`src/rtl/golomb_k_calc.sv`:
```
`default_nettype none
// ============================================================================
//  Module      : golomb_k_calc
//  Description : LOCO-I / JPEG-LS Golomb parameter computation.
//                k = min{ j in 0..KMAX : (N_Q << j) >= A_Q }, saturating at
//                KMAX when no j qualifies (only possible for N_Q = 0, A_Q > 0).
//                The combinational k is available in the same cycle; a
//                registered copy with a one-cycle valid flag is also provided
//                for pipelined consumers.
//  Ports       :
//      clk        in   1   rising-edge clock
//      reset      in   1   synchronous, active-low reset
//      en         in   1   input-valid strobe, captures k into k_reg
//      N_Q        in   7   context occurrence count N (unsigned)
//      A_Q        in  13   context accumulated |error| A (unsigned)
//      k          out  4   combinational Golomb parameter
//      k_reg      out  4   registered k
//      valid_out  out  1   high for one cycle after a cycle with en high
//  Revision    : 1.0  initial release
// ============================================================================
module golomb_k_calc #(
    parameter int KMAX = 15
) (
    input  logic        clk,
    input  logic        reset,
    input  logic        en,
    input  logic [6:0]  N_Q,
    input  logic [12:0] A_Q,
    output logic [3:0]  k,
    output logic [3:0]  k_reg,
    output logic        valid_out
);

    // Width wide enough that N shifted by the largest k is never truncated
    // and the comparison against A is exact.
    localparam int c_CW = 29;

    // One comparator per candidate shift: w_ge[j] = ((N << j) >= A).
    logic [KMAX:0] w_ge;

    genvar gj;
    generate
        for (gj = 0; gj <= KMAX; gj++) begin : g_cmp
            logic [c_CW-1:0] w_nshift;
            assign w_nshift = {{(c_CW-7){1'b0}}, N_Q} << gj;
            assign w_ge[gj] = (w_nshift >= {{(c_CW-13){1'b0}}, A_Q});
        end
    endgenerate

    // Priority encoder: lowest set comparator wins. Scanning from the top
    // down lets the smallest qualifying j overwrite larger ones. With no
    // comparator set the result saturates at KMAX.
    logic [3:0] w_k;

    always_comb begin
        w_k = 4'(KMAX);
        for (int j = KMAX; j >= 0; j--) begin
            if (w_ge[j]) begin
                w_k = 4'(j);
            end
        end
    end

    assign k = w_k;

    // Registered copy; reset takes priority over en.
    logic [3:0] r_k;
    logic       r_valid;

    always_ff @(posedge clk) begin
        if (!reset) begin
            r_k     <= 4'd0;
            r_valid <= 1'b0;
        end else if (en) begin
            r_k     <= w_k;
            r_valid <= 1'b1;
        end else begin
            r_valid <= 1'b0;
        end
    end

    assign k_reg     = r_k;
    assign valid_out = r_valid;

endmodule
`default_nettype wire

```
`config.mk`:
```
export PLATFORM = sky130hd
export DESIGN_NAME = golomb_k_calc
export DESIGN_NICKNAME = d
export VERILOG_FILES = /design/src/rtl/golomb_k_calc.sv
export SDC_FILE = /design/constraint.sdc
export NUM_CORES = 1
export LEC_CHECK = 0
export ABC_AREA = 1
export BUFFER_PORTS_ARGS = -buffer_cell sky130_fd_sc_hd__buf_4
export CELL_PAD_IN_SITES_DETAIL_PLACEMENT = 1
export CELL_PAD_IN_SITES_GLOBAL_PLACEMENT = 1
export CORE_AREA = 2 2 74 76
export CTS_CLUSTER_DIAMETER = 80
export CTS_CLUSTER_SIZE = 24
export DETAILED_ROUTE_END_ITERATION = 16
export DIE_AREA = 0 0 76 78
export GPL_TIMING_DRIVEN = 0
export PLACE_DENSITY_LB_ADDON = 0.1
export SLEW_MARGIN = 20
export SYNTH_ARGS = -nofsm -noshare
export SYNTH_HDL_FRONTEND = slang
export SYNTH_SLANG_ARGS = --single-unit
```
`constraint.sdc`:
```
create_clock -name clk -period 4.6 [get_ports clk]
set_input_delay 0.46 -clock clk [delete_from_list [all_inputs] [get_ports clk]]
set_output_delay 0.46 -clock clk [all_outputs]
set_load 0.01 [all_outputs]
```
== Word-level counts from Yosys, hierarchy flattened ==
Index checks and enable logic that the tools add are counted.
W data, S select, Z words.
Storage, ports and cells
  bits in latches: 0
  memory bits (writable): 0
  flip-flop bits (word level): 5
  logic and storage cells: 33
  memories: 0
  output and inout port bits: 9
  ROM bits: 0
Cells by class
  multiplexer cells: 16
  add/sub/neg operators: 0
  divide/modulo/power cells: 0
  bitwise gates (word level): 0
  reductions and logical operators: 0
  $mul: 0
  shift-type cells: 0
  eq/ne operators: 0
  order comparisons: 15
Operators by type and width (number)
  $mux W4: 8
  $ge A21 B13 Y1: 1
  $ge A20 B13 Y1: 1
  $ge A19 B13 Y1: 1
  $ge A18 B13 Y1: 1
  $ge A17 B13 Y1: 1
  $ge A16 B13 Y1: 1
  $ge A15 B13 Y1: 1
  $ge A14 B13 Y1: 1
  $ge A10 B13 Y1: 1
  $ge A11 B13 Y1: 1
  $ge A12 B13 Y1: 1
  $ge A13 B13 Y1: 1
  $ge A7 B13 Y1: 1
  $ge A8 B13 Y1: 1
  $ge A9 B13 Y1: 1
  $mux W3: 4
  $mux W2: 2
  $mux W1: 2

== Longest topological paths before layout ==
  depth in word-level cells: 16
  gate-level depth with buffers: 22
  mapped depth without buffers: 22

== Worst setup path after synthesis ==
OpenSTA, ideal clock, no wires.
  path type: input to output
  start: input A_Q[11]
  end: output k[2]
  arrival: 1.921 ns
  stages on the path: 12
  path slack: 2.219 ns
  data required time: 4.140 ns
  path through: inv_1 -> ha_1 -> a21o_1 -> a211oi_1 -> nand2_1 -> a31oi_1 -> and2_1 -> nand2_1 -> nor2_1 -> nand2_1 -> nand2_1 -> inv_1
On the way
  longest elaborated chain between the ends: 13
  elaborated cells between the ends (all ways): 24
  classes of those cells: order compare (12); mux (12)
RTL lines
  from (decl): RTL line 28  | input logic [12:0] A_Q,
  $ge A18 B13 Y1: RTL line 46  | assign w_ge[gj] = (w_nshift >= {{(c_CW-13){1'b0}}, A_Q});
  $mux W3 (4 in series): RTL line 58  | if (w_ge[j]) begin
  $mux W4 (7 in series): RTL line 58
  $mux W4 (*): RTL line 58
  to (decl): RTL line 29  | output logic [3:0] k,
Every way passes the cells marked *; elsewhere a longest branch is shown, timed or not.

== Worst setup path after layout ==
  start: input A_Q[12]
  end: output k[2]
Same word-level chain as after synthesis.

==> run metrics <==
DRT antenna net count=0; WHS Path Cells=2; share of the synthesized area in the top cell type=40.1%; setup bufs post-CTS=0; Syn Area/Cell=6.50 µm²; P_leak=1.39 nW; main combinational cell family by area after synthesis=adder cells; initial antenna violation count=0; Clock Skew=0 ps; I/O pin total=32; Fin Setup TNS=0 ps; # Max-Cap Violations=0; Starting Density=44.0%; Worst VDD drop=111 µV; Post-DP HPWL=5410 µm; crit start category=primary input; Final Cycle Share=65.8%; total power=0.350 mW; count of antenna diodes in the layout=0; Nets=470; status=completed; routability cong.=0.773; Post-Synth XOR/XNOR Area=0%; Syn Inst Count=341; Reg clk slew, reported paths=30 ps; CTS Buffer Depth=2; initial drt markers=71; dpl ws=1590 ps; synth top area cells=ha_1 40%, nand2_1 14%, inv_1 7.1%; Post-Synth Simple-Gate Area=33.2%; number of global-route vias before repair=2433; Setup Viol. Count Final=0; placed instance area=2530 µm²; via count=2395; die extent in x=76 µm; CP max FO=10; cts repair resizes=0; setup ws final=1570 ps; Max-slew headroom=69.8%; post-synthesis mux area share=0%; syn_nets=435; drt first pass iters=4; PortBufs=30; critical path class=in -> out; post-synthesis sequential area ratio=4.51%; RSZ-0062 raised after global routing=false; Syn. warnings=0; share of layout cells above drive strength 1=14.1%; Fmax achieved=0.330 GHz; Final min period=3030 ps; placed cell count=441; P&R area growth vs syn=16.1%; Vias/cell=5.38; worst endpoint data arrival time=2570 ps; wire per inst=15.2 µm; largest net degree at the start of global routing=16; DR DRC count=0; FP Rows=26; grt total ovfl=0; Final Hold Vio Count=0; clk_lat worst skew=220 ps; # fillers=693; core box area=5040 µm²; worst hold slack=474 ps; cell area after synthesis=2220 µm²; fin area=2570 µm²; final std cells w/o fill=445; hold_buf cts=0; global-route wire length before repair=11700 µm; Die Ht=78 µm; area leader, netlist=ha_1; Synth Register Bits=5; Crit path required time=4140 ps; H-tree Lvls=1; Sink Count=5; drt total wl=6760 µm; R2R cell count=2; clk root buf=clkbuf_8; CTS Buf Count=3; Yosys cell types=30; CP endpoint kind=output pin; CTS tree=built; Worst-Margin Slew=453 ps; GRT Total Usage=24.3%; max reg flops=4; Synth Area in Compound Gates=14.1%; Slew Limit Fails=0; full die area=5930 µm²; Synth Area in Adders=40.1%; Final Util=51.1%; worst hold path type=in -> reg; PD cells=136 nW/µm²
-- worst max-delay path: stages --
cell      delay (ps)
buf_4            120
inv_1            340
ha_1             330
nand2_1          100
nor2_1            70
nand2_1           60
o211ai_1          80
a31oi_1          270
and2_1           210
nand2_1           60
nor2_1           120
nand2_1           70
nand2_1          100
inv_1             50
buf_4            130
-- power by group --
group          switching, mW  leakage (nW)  internal [mW]  total, mW
clock                 0.0195        0.0228         0.0593     0.0788
combinational          0.134          1.33         0.0883      0.222
sequential           0.00199        0.0416         0.0473     0.0493
-- metal layers --
metal	share of wire [%]	track usage, %	routed length [µm]	up-vias
li1	-	-	-	1228
met1	47	31.4	3150	1121
met2	49	45.7	3310	42
met3	3.9	1.05	262	4
met4	0.62	3.27	42	0
met5	0	0	0	-
-- path summary, 6_finish.rpt --
| path | start | to | slack [ps] |
|---|---|---|---|
| worst max-delay path | A_Q[12] | k[2] | 1570 |
| worst min-delay path | en | k_reg[3]$_SDFFE_PN0P_ | 470 |
| worst max register to register | k_reg[1]$_SDFFE_PN0P_ | k_reg[1]$_SDFFE_PN0P_ | 3840 |
| worst min register to register | k_reg[3]$_SDFFE_PN0P_ | k_reg[3]$_SDFFE_PN0P_ | 540 |
-- area by class of cell --
| cell class | count | area, µm² | area share (%) |
|---|---|---|---|
| plain buffers | 1 | 11.3 | 0.437 |
| clock buffers | 4 | 45.0 | 1.75 |
| inverters | 45 | 169 | 6.56 |
| multi-input cells | 290 | 1940 | 75.2 |
| flip-flops and latches | 5 | 100 | 3.89 |
| well taps | 70 | 87.6 | 3.40 |
| repair buffers | 30 | 225 | 8.75 |
-- cell usage after synthesis --
| cell | instances |
|---|---|
| a211oi_1 | 1 |
| a21o_1 | 1 |
| a21oi_1 | 29 |
| a31oi_1 | 2 |
| a31oi_2 | 1 |
| and2_1 | 2 |
| and3_1 | 1 |
| buf_6 | 1 |
| dfxtp_1 | 5 |
| ha_1 | 71 |
| inv_1 | 42 |
| inv_2 | 3 |
| nand2_1 | 83 |
| nand2_2 | 3 |
| nand2_4 | 1 |
| nand3_1 | 17 |
| nand4_1 | 9 |
| nor2_1 | 33 |
| nor2_2 | 6 |
| nor2_4 | 4 |
| nor3_1 | 4 |
| nor3b_1 | 1 |
| o2111ai_1 | 1 |
| o211ai_1 | 2 |
| o21a_1 | 1 |
| o21ai_0 | 12 |
| o21ai_1 | 2 |
| o21ai_2 | 1 |
| o311ai_0 | 1 |
| o311ai_1 | 1 |
-- kinds of logic (layout without fill, tap and decap cells) --
kind of cell,Yosys count,count (layout)
fa+ha+maj,71,71
simple gates,164,164
buf+inv,46,80
flops,5,5
compound gates,55,55
-- layout by cell type (no fill, tap or decap), types with 2 or more instances in the layout --
cell type and count:
a21oi_1 29, nand4_1 9, nor2_2 6, nand3_1 17, o21ai_0 12, nor2_4 4
inv_2 3, o21ai_1 2, inv_1 42, nor2_1 33, clkbuf_8 3, o211ai_1 2
nand2_2 3, a31oi_1 2, and2_1 2, ha_1 71, nor3_1 4, nand2_1 83
buf_4 30, dfxtp_1 5
Note: power is estimated with default switching activity, not from simulation.
